[src/rtl/rv_mem_pkg.sv]
// Shared constants and types for the RV32 memory-access stage.
package rv_mem_pkg;

    // RV32I load/store funct3 encodings
    localparam logic [2:0] Funct3Lb  = 3'b000;
    localparam logic [2:0] Funct3Lh  = 3'b001;
    localparam logic [2:0] Funct3Lw  = 3'b010;
    localparam logic [2:0] Funct3Lbu = 3'b100;
    localparam logic [2:0] Funct3Lhu = 3'b101;
    localparam logic [2:0] Funct3Sb  = 3'b000;
    localparam logic [2:0] Funct3Sh  = 3'b001;
    localparam logic [2:0] Funct3Sw  = 3'b010;

    localparam int unsigned BeWidth = 4;

    typedef enum logic [0:0] {
        StIdle,
        StWait
    } lsu_state_e;

endpackage

[src/rtl/lsu_load_align.sv]
// Load lane select and sign/zero extension of a 32-bit memory read word.
module lsu_load_align
    import rv_mem_pkg::*;
(
    input  logic [31:0] rdata_i,
    input  logic [1:0]  addr_lo_i,
    input  logic [2:0]  funct3_i,
    output logic [31:0] data_o
);

    logic [31:0] shifted;

    // Shift the addressed lane down to bit 0, then extend by access type
    always_comb begin
        shifted = rdata_i >> {addr_lo_i, 3'b000};
        unique case (funct3_i)
            Funct3Lb:  data_o = {{24{shifted[7]}}, shifted[7:0]};
            Funct3Lh:  data_o = {{16{shifted[15]}}, shifted[15:0]};
            Funct3Lbu: data_o = {24'h000000, shifted[7:0]};
            Funct3Lhu: data_o = {16'h0000, shifted[15:0]};
            default:   data_o = shifted;
        endcase
    end

endmodule

[src/rtl/mem_lsu.sv]
// RV32 memory-access stage: issues aligned loads/stores with a valid/ready
// handshake, stalls upstream while outstanding, and faults bad accesses.
module mem_lsu
    import rv_mem_pkg::*;
#(
    parameter int unsigned DATA_WIDTH = 32,
    parameter int unsigned ADDR_WIDTH = 32
) (
    input  logic                  clk,
    input  logic                  rst_n,
    input  logic                  op_valid_i,
    input  logic                  mem_read_i,
    input  logic                  mem_write_i,
    input  logic [2:0]            funct3_i,
    input  logic [DATA_WIDTH-1:0] ALUOut,
    input  logic [DATA_WIDTH-1:0] wdata_i,
    input  logic [4:0]            rd_i,
    output logic                  stall_o,
    output logic                  dmem_req_o,
    output logic                  dmem_we_o,
    output logic [ADDR_WIDTH-1:0] dmem_addr_o,
    output logic [BeWidth-1:0]    dmem_be_o,
    output logic [DATA_WIDTH-1:0] dmem_wdata_o,
    input  logic                  dmem_ready_i,
    input  logic [DATA_WIDTH-1:0] dmem_rdata_i,
    output logic                  wb_valid_o,
    output logic [DATA_WIDTH-1:0] wb_data_o,
    output logic [4:0]            wb_rd_o,
    output logic                  err_o
);

    lsu_state_e state_q, state_d;

    logic                  req_q, req_d;
    logic                  we_q, we_d;
    logic [ADDR_WIDTH-1:0] addr_q, addr_d;
    logic [BeWidth-1:0]    be_q, be_d;
    logic [DATA_WIDTH-1:0] wdata_q, wdata_d;
    logic [2:0]            funct3_q, funct3_d;
    logic [4:0]            rd_q, rd_d;
    logic                  wb_valid_q, wb_valid_d;
    logic [DATA_WIDTH-1:0] wb_data_q, wb_data_d;
    logic [4:0]            wb_rd_q, wb_rd_d;
    logic                  err_q, err_d;

    logic                  mem_op, is_store, illegal, misaligned, fault;
    logic [BeWidth-1:0]    store_be;
    logic [DATA_WIDTH-1:0] store_wdata;
    logic [DATA_WIDTH-1:0] load_data;

    lsu_load_align u_load_align (
        .rdata_i   (dmem_rdata_i),
        .addr_lo_i (addr_q[1:0]),
        .funct3_i  (funct3_q),
        .data_o    (load_data)
    );

    // Classify the incoming op: legality, alignment and store lane steering
    always_comb begin
        mem_op   = mem_read_i | mem_write_i;
        is_store = mem_write_i & ~mem_read_i;
        illegal  = 1'b0;
        if (mem_read_i && mem_write_i) begin
            illegal = 1'b1;
        end else if (mem_read_i) begin
            illegal = (funct3_i == 3'b011) || (funct3_i == 3'b110) || (funct3_i == 3'b111);
        end else if (mem_write_i) begin
            illegal = funct3_i > Funct3Sw;
        end
        case (funct3_i[1:0])
            2'b01:   misaligned = ALUOut[0];
            2'b10:   misaligned = ALUOut[1:0] != 2'b00;
            default: misaligned = 1'b0;
        endcase
        fault = mem_op & (illegal | misaligned);
        case (funct3_i[1:0])
            2'b00: begin
                store_be    = 4'b0001 << ALUOut[1:0];
                store_wdata = {4{wdata_i[7:0]}};
            end
            2'b01: begin
                store_be    = ALUOut[1] ? 4'b1100 : 4'b0011;
                store_wdata = {2{wdata_i[15:0]}};
            end
            default: begin
                store_be    = 4'b1111;
                store_wdata = wdata_i;
            end
        endcase
    end

    // Next-state, request capture and writeback result selection
    always_comb begin
        state_d    = state_q;
        req_d      = req_q;
        we_d       = we_q;
        addr_d     = addr_q;
        be_d       = be_q;
        wdata_d    = wdata_q;
        funct3_d   = funct3_q;
        rd_d       = rd_q;
        wb_valid_d = 1'b0;
        wb_data_d  = wb_data_q;
        wb_rd_d    = wb_rd_q;
        err_d      = 1'b0;
        stall_o    = 1'b0;
        unique case (state_q)
            StIdle: begin
                if (op_valid_i) begin
                    if (!mem_op) begin
                        wb_valid_d = 1'b1;
                        wb_data_d  = ALUOut;
                        wb_rd_d    = rd_i;
                    end else if (fault) begin
                        err_d     = 1'b1;
                        wb_data_d = ALUOut;
                        wb_rd_d   = 5'd0;
                    end else begin
                        stall_o  = 1'b1;
                        req_d    = 1'b1;
                        we_d     = is_store;
                        addr_d   = ALUOut[ADDR_WIDTH-1:0];
                        funct3_d = funct3_i;
                        rd_d     = rd_i;
                        be_d     = is_store ? store_be : 4'b1111;
                        wdata_d  = is_store ? store_wdata : '0;
                        state_d  = StWait;
                    end
                end
            end
            StWait: begin
                stall_o = ~dmem_ready_i;
                if (dmem_ready_i) begin
                    req_d      = 1'b0;
                    wb_valid_d = 1'b1;
                    wb_data_d  = we_q ? '0 : load_data;
                    wb_rd_d    = we_q ? 5'd0 : rd_q;
                    state_d    = StIdle;
                end
            end
            default: state_d = StIdle;
        endcase
    end

    // State and output registers with synchronous active-low reset
    always_ff @(posedge clk) begin
        if (!rst_n) begin
            state_q    <= StIdle;
            req_q      <= 1'b0;
            we_q       <= 1'b0;
            addr_q     <= '0;
            be_q       <= '0;
            wdata_q    <= '0;
            funct3_q   <= 3'b000;
            rd_q       <= 5'd0;
            wb_valid_q <= 1'b0;
            wb_data_q  <= '0;
            wb_rd_q    <= 5'd0;
            err_q      <= 1'b0;
        end else begin
            state_q    <= state_d;
            req_q      <= req_d;
            we_q       <= we_d;
            addr_q     <= addr_d;
            be_q       <= be_d;
            wdata_q    <= wdata_d;
            funct3_q   <= funct3_d;
            rd_q       <= rd_d;
            wb_valid_q <= wb_valid_d;
            wb_data_q  <= wb_data_d;
            wb_rd_q    <= wb_rd_d;
            err_q      <= err_d;
        end
    end

    assign dmem_req_o   = req_q;
    assign dmem_we_o    = we_q;
    assign dmem_addr_o  = {addr_q[ADDR_WIDTH-1:2], 2'b00};
    assign dmem_be_o    = be_q;
    assign dmem_wdata_o = wdata_q;
    assign wb_valid_o   = wb_valid_q;
    assign wb_data_o    = wb_data_q;
    assign wb_rd_o      = wb_rd_q;
    assign err_o        = err_q;

endmodule

[config.mk]
export PLATFORM = sky130hd
export DESIGN_NAME = mem_lsu
export DESIGN_NICKNAME = d
export VERILOG_FILES = /design/src/rtl/rv_mem_pkg.sv /design/src/rtl/lsu_load_align.sv /design/src/rtl/mem_lsu.sv
export SDC_FILE = /design/constraint.sdc
export NUM_CORES = 1
export LEC_CHECK = 0
export ABC_CLOCK_PERIOD_IN_PS = 2300
export CORE_ASPECT_RATIO = 1.2
export CORE_MARGIN = 2
export CORE_UTILIZATION = 44
export CTS_CLUSTER_SIZE = 28
export DETAILED_ROUTE_END_ITERATION = 12
export HOLD_SLACK_MARGIN = 0.08
export PLACE_DENSITY_LB_ADDON = 0.25
export SLEW_MARGIN = 30
export SYNTH_ARGS = -nofsm -noshare
export SYNTH_HDL_FRONTEND = slang
export SYNTH_SLANG_ARGS = --single-unit
[constraint.sdc]
create_clock -name clk -period 2.3 [get_ports clk]
set_input_delay 0.23 -clock clk [delete_from_list [all_inputs] [get_ports clk]]
set_output_delay 0.23 -clock clk [all_outputs]
set_load 0.05 [all_outputs]
==> results of run 1 <==
==> worst paths after layout <==
kind,cells after the start,endpoint
max,8,stall_o
min,2,wb_data_o[0]
max reg2reg,7,dmem_wdata_o[6]
min reg2reg,2,dmem_wdata_o[12]
==> final cells by class <==
type | count | area (sq um) | share of cell area, %
repair buffers | 256 | 2530 | 29.6
multi-input cells | 482 | 2880 | 33.6
clock inverters | 9 | 104 | 1.21
flip-flops and latches | 118 | 2360 | 27.6
clock buffers | 21 | 460 | 5.38
inverters | 5 | 20.0 | 0.234
well taps | 164 | 205 | 2.40
==> power groups by stage <==
| stage | Combinational [mW] | Clock, mW | Sequential [mW] |
|---|---|---|---|
| after CTS | 1.48 | 2.59 | 2.24 |
| final | 1.49 | 2.56 | 2.24 |
| after global routing | 1.57 | 2.70 | 2.25 |
| after floorplan | 0.572 | 0 | 2.59 |
| after detailed placement | 1.47 | 0 | 2.28 |
| after global placement | 1.45 | 0 | 2.28 |
==> critical path, delay by kind of cell <==
family                     cells  cell delay, ps
and+or+nand+nor                2             640
adders and majority gates      1             320
buffers and inverters          3             510
AOI/OAI and AO/OA              2             220
==> what timing repair did <==
item,4_1_cts,5_1_grt
setup buffers,4,0
resized for setup,7,0
setup endpoints to repair,1,0
==> cell families after synthesis <==
logic type	Yosys count	synth area share (%)
adders and majority gates	4	0.868
other	1	0.0651
buffers and inverters	93	9.42
AOI/OAI and AO/OA	244	28.1
DFF	118	41.0
and+or+nand+nor	212	17.1
muxes	20	3.50
==> flip-flops by register name (all words and copies together), names as in the netlist <==
| name | cells |
|---|---|
| addr_q | 32 |
| dmem_be_o | 4 |
| dmem_req_o | 1 |
| dmem_wdata_o | 32 |
| dmem_we_o | 1 |
| err_o | 1 |
| funct3_q | 3 |
| rd_q | 5 |
| state_q | 1 |
| wb_data_o | 32 |
| wb_rd_o | 5 |
| wb_valid_o | 1 |
==> per-layer routing <==
metal	track usage [%]	part of all wire, %	routed length, um
met1	30.3	39	7420
met2	48.0	50	9560
met3	9.36	8.9	1690
met4	7.09	1.7	314
met5	0	0	0
==> layout by cell type, fill, tap and decap left out, types with 17 or more instances in the layout <==
cell type        Yosys  final
dfxtp_1            118    118
nor2b_1             26     25
o211ai_1            27     27
nand2_1            140    140
clkbuf_16            0     17
clkdlybuf4s50_1      0    213
a22oi_1             39     39
a21boi_1            49     49
a21oi_1             41     41
buf_4               32     33
o21ai_0             51     51
mux2i_1             19     19
==> through the flow <==
stage                     worst slack (ps)  util, %
after floorplan                        103        -
after global placement                -138     62.5
after detailed placement              -254     62.5
after CTS                              146     67.3
after global routing                  57.6     67.3
final                                  140     67.3
==> impl_metrics.csv, run 1 <==
group,metric,value,unit
global_routing,grt_pass1_vias,5753,
place,io_buffers,217,
die,dieArea,0.0140,sq mm
layout,area_delta_synth_final,48.6,%
route,postRouteAntennaNets,0,
power,pwr-share-seq,35.6,%
layout,fin_area,0.00856,sq mm
setup_path,critical_path_class,"in -> out",
timing,max_slew_margin,60.8,%
synthesis,yosys_warnings,0,
timing,final.period_utilization,93.9,%
power,ir_drop,443,uV
place,placement.cell_area,0.00795,sq mm
flow_run,maxCapViolCount,0,
route,wire_per_inst,18.0,um
clock_tree,cts_buffers,17,
clock_tree,cts_tree,"yes",
synthesis,synth_top_area_cell,"dfxtp_1",
route,via_per_inst,5.47,
layout,diodes,0,
global_routing,grt_max_degree,43,
timing,final_hold_viol_count,0,
die,initial_core_util,45.3,%
clock_tree,cts_sinks,118,
setup_path,end_kind,"primary output",
die,io_pins,220,
clock_tree,clk_latency,410,ps
timing,fin_crit,2160,ps
clock_tree,clock_path_buffers,2,
global_routing,antenna_found_initial,0,
setup_path,cp-start-kind,"primary input",
setup_path,cp-startpoint,"funct3_i[1]",
global_routing,grt.overflow.total,0,
synthesis,syn_avg_cell_area,8.33,sq um
layout,nets,994,
route,first_iter_violations,302,
synthesis,synth_common_cells,"140 x nand2_1, 118 x dfxtp_1, 51 x o21ai_0",
setup_path,r2r_start,"state_q",
setup_path,critical_path_arrival,1930,ps
min_path,worstHoldPathType,"in -> reg",
timing,rsz0062_at_grt,"no",
setup_path,required,2070,ps
clock_tree,clockRootBuffer,"clkbuf_16",
synthesis,synth_seq_cells,118,
power,clock_power_share,40.7,%
power,comb_power_share,23.7,%
route,drcViolationCount,0,
die,core_area,0.0127,sq mm
global_routing,grt_pass1_wl,29.3,mm
synthesis,synth_edf_count,0,
power,totalPowerFinal,6.29,mW
route,dr.pass1.iters,6,
synthesis,ys_types,43,
clock_tree,cts_max_level,4,
synthesis,yosysTopAreaCellShare,41.0,%
die,die_w,108,um
timing,tightest_slew,586,ps
timing,slew_violations,0,
synthesis,ys.flop_type,"dfxtp_1",
setup_path,crit_chain,"dlygate4sd2_1 -> clkinv_2 -> ha_1 -> o211ai_1 -> nand2_2 -> or4_4 -> o21ai_4 -> buf_12",
place,place_hpwl,13.7,mm
clock_tree,clk_pin_slew,50,ps
setup_path,r2r_slack,390,ps
timing,finClkSkew,8.85,ps
power,p_leak,3.09,nW
route,wl,19.0,mm
synthesis,ys_async_sr_fraction,0,%
layout,instances_no_fill,1055,
synthesis,yosysMostFrequentCell,"nand2_1",
min_path,hp-start,"rst_n",
run_status,status,"finished, final reports clean",
setup_path,slowest_stage,"or4_4",
global_routing,track_usage,26.9,%
die,die_h,129,um
layout,fillers,1085,
clock_tree,cts_hold_buffers,0,
place,place_congestion,0.874,
timing,setup_violations,0,
synthesis,syn_area,0.00576,sq mm
synthesis,ys_top_cells_by_area,"dfxtp_1 41%, nand2_1 9.1%, a21boi_1 6.4%",
route,route.vias.total,5776,
setup_path,path_max_fanout,3,
setup_path,slowest_delay,540,ps
synthesis,yosysSeqAreaShare,41.0,%
synthesis,synth_cells,692,
die,row_count,45,
layout,final_layout_size_suffix_gt1_share,9.76,%
power,switching_share,30.1,%
timing,fmax,463,MHz
power,p_per_area,734,mW/mm^2
timing,whs,300,ps
power,p_switching,1.89,mW
place,dpl.cell_count,1021,
power,internal-power,4.40,mW
timing,tns,0,ps
(Power assumes the default switching activity.)
==> inputs of run 2 (changes only) <==
Settings changed: CORE_UTILIZATION 44 to 46, CTS_BUF_LIST set to sky130_fd_sc_hd__clkbuf_2.
==> impl_metrics.csv, run 2 (synthesis gave the netlist of run 1 again) <==
group,metric,value,unit
setup_path,r2r_cells,7,
power,ir_drop,324,uV
timing,max_slew_margin,61.1,%
route,postRouteAntennaNets,0,
route,route.vias.total,5911,
timing,final_hold_viol_count,0,
die,io_pins,220,
layout,fin_area,0.00851,sq mm
global_routing,grt_pass1_wl,29.5,mm
route,wl,19.2,mm
clock_tree,cts_buffers,17,
power,p_per_area,623,mW/mm^2
timing,rsz0062_at_grt,"yes",
setup_path,critical_path_arrival,2080,ps
global_routing,grt_max_degree,119,
place,place_hpwl,13.8,mm
timing,tightest_slew,582,ps
timing,fmax,433,MHz
place,place_congestion,0.889,
die,dieArea,0.0134,sq mm
setup_path,end_kind,"primary output",
setup_path,required,2070,ps
place,placement.cell_area,0.00796,sq mm
clock_tree,cts_sinks,118,
global_routing,grt_pass1_vias,5906,
place,io_buffers,217,
layout,nets,1012,
setup_path,cp-start-kind,"primary input",
power,internal-power,3.51,mW
power,comb_power_share,29.0,%
power,p_switching,1.79,mW
layout,fillers,973,
die,initial_core_util,47.4,%
layout,seq_area,0.00237,sq mm
layout,layout_common_cells,"213 x clkdlybuf4s50_1, 139 x nand2_1, 117 x dfxtp_1",
clock_tree,cts_tree,"yes",
route,first_iter_violations,344,
min_path,worstHoldPathType,"in -> reg",
global_routing,track_usage,27.8,%
route,dr.pass1.iters,6,
power,pwr-share-seq,42.3,%
layout,instances_no_fill,1073,
timing,setup_violations,1,
clock_tree,cts_max_level,4,
timing,finalWorstSetupSlack,-11.5,ps
layout,multi_input_area,0.00292,sq mm
clock_tree,clockRootBuffer,"clkbuf_2",
run_status,status,"finished with violations",
timing,slew_violations,0,
setup_path,critical_path_class,"in -> out",
global_routing,grt.overflow.total,0,
place,dpl.cell_count,1016,
route,wire_per_inst,17.9,um
run_status,violations,"setup timing",
clock_tree,clk_pin_slew,180,ps
power,switching_share,33.8,%
layout,final_layout_size_suffix_gt1_share,11.0,%
global_routing,antenna_found_initial,1,
layout,fin_util,69.9,%
layout,area_delta_synth_final,47.6,%
die,die_w,106,um
route,drcViolationCount,0,
timing,final.period_utilization,100,%
power,clock_power_share,28.8,%
power,p_leak,3.08,nW
layout,final_common_cell,"clkdlybuf4s50_1",
flow_run,maxCapViolCount,0,
timing,fin_crit,2310,ps
route,via_per_inst,5.51,
clock_tree,clock_path_buffers,2,
die,die_h,127,um
clock_tree,clk_latency,680,ps
die,core_area,0.0122,sq mm
min_path,hold_depth,3,
setup_path,path_max_fanout,4,
die,row_count,44,
timing,finClkSkew,20.0,ps
-- run 2: cell count changes in the layout (fill, tap and decap cells not counted), sizes merged, moves of 2 or more --
| cell | before | now |
|---|---|---|
| buf | 41 | 47 |
| clkinv | 6 | 8 |
| dlygate4sd3 | 0 | 12 |
| bufinv | 2 | 4 |
| clkbuf | 21 | 18 |
-- run 2: layer usage --
layer	global-route usage, %	share of wire [%]	vias to the layer above
met5	0	0	-
met4	10.9	3.1	0
met3	8.89	8.7	49
met2	49.2	50	292
met1	30.8	38	2756
li1	-	-	2814
-- run 2: power by group through the flow --
| stage | combinational (mW) | sequential (mW) | clock, mW |
|---|---|---|---|
| 5_1_grt | 1.62 | 2.25 | 1.65 |
| 4_1_cts | 1.51 | 2.24 | 1.55 |
| 3_5_place_dp | 1.47 | 2.28 | 0 |
| 3_3_place_gp | 1.45 | 2.28 | 0 |
| 2_1_floorplan | 0.572 | 2.59 | 0 |
| 6_report | 1.53 | 2.24 | 1.52 |
-- run 2: area by class of cell --
class | instances | area share [%]
clock inverter | 14 | 2.15
inverter | 5 | 0.235
multi-input combinational | 482 | 34.3
timing repair buffer | 274 | 32.1
tap | 161 | 2.37
sequential | 118 | 27.8
antenna | 1 | 0.0294
clock buffer | 18 | 1.06
-- run 2: worst max-delay path, stage by stage --
cell and delay [ps]:
dlygate4sd2_1 260, buf_6 130, ha_4 160, o211ai_1 350
nand2_2 100, or4_4 590, o21ai_4 100, buf_12 160
-- run 2: stage by stage --
stage	setup TNS (ps)	setup slack (ps)	power (mW)	hold WS, ps
floorplan	0	103	3.16	365
global placement	-7730	-132	3.73	438
detailed placement	-17210	-238	3.76	448
CTS	0	7.50	5.30	85.5
global route	-96.2	-52.8	5.53	89.8
finish	-11.5	-11.5	5.30	127
-- run 2: path summary, 6_finish.rpt --
path / startpoint / to / slack [ps]
hold / removal: ALUOut[5] / addr_q[5] / 130
setup reg to reg: state_q / dmem_wdata_o[21] / 500
setup / recovery: funct3_i[1] / stall_o / -10
hold reg to reg: addr_q[2] / addr_q[2] / 470
-- run 2: what timing repair did --
action	in CTS	in global routing
setup endpoints to repair	1	10
hold buffers	5	7
setup buffers	8	4
pin swaps	4	4
hold endpoints to repair	56	7
gates resized for setup	12	4
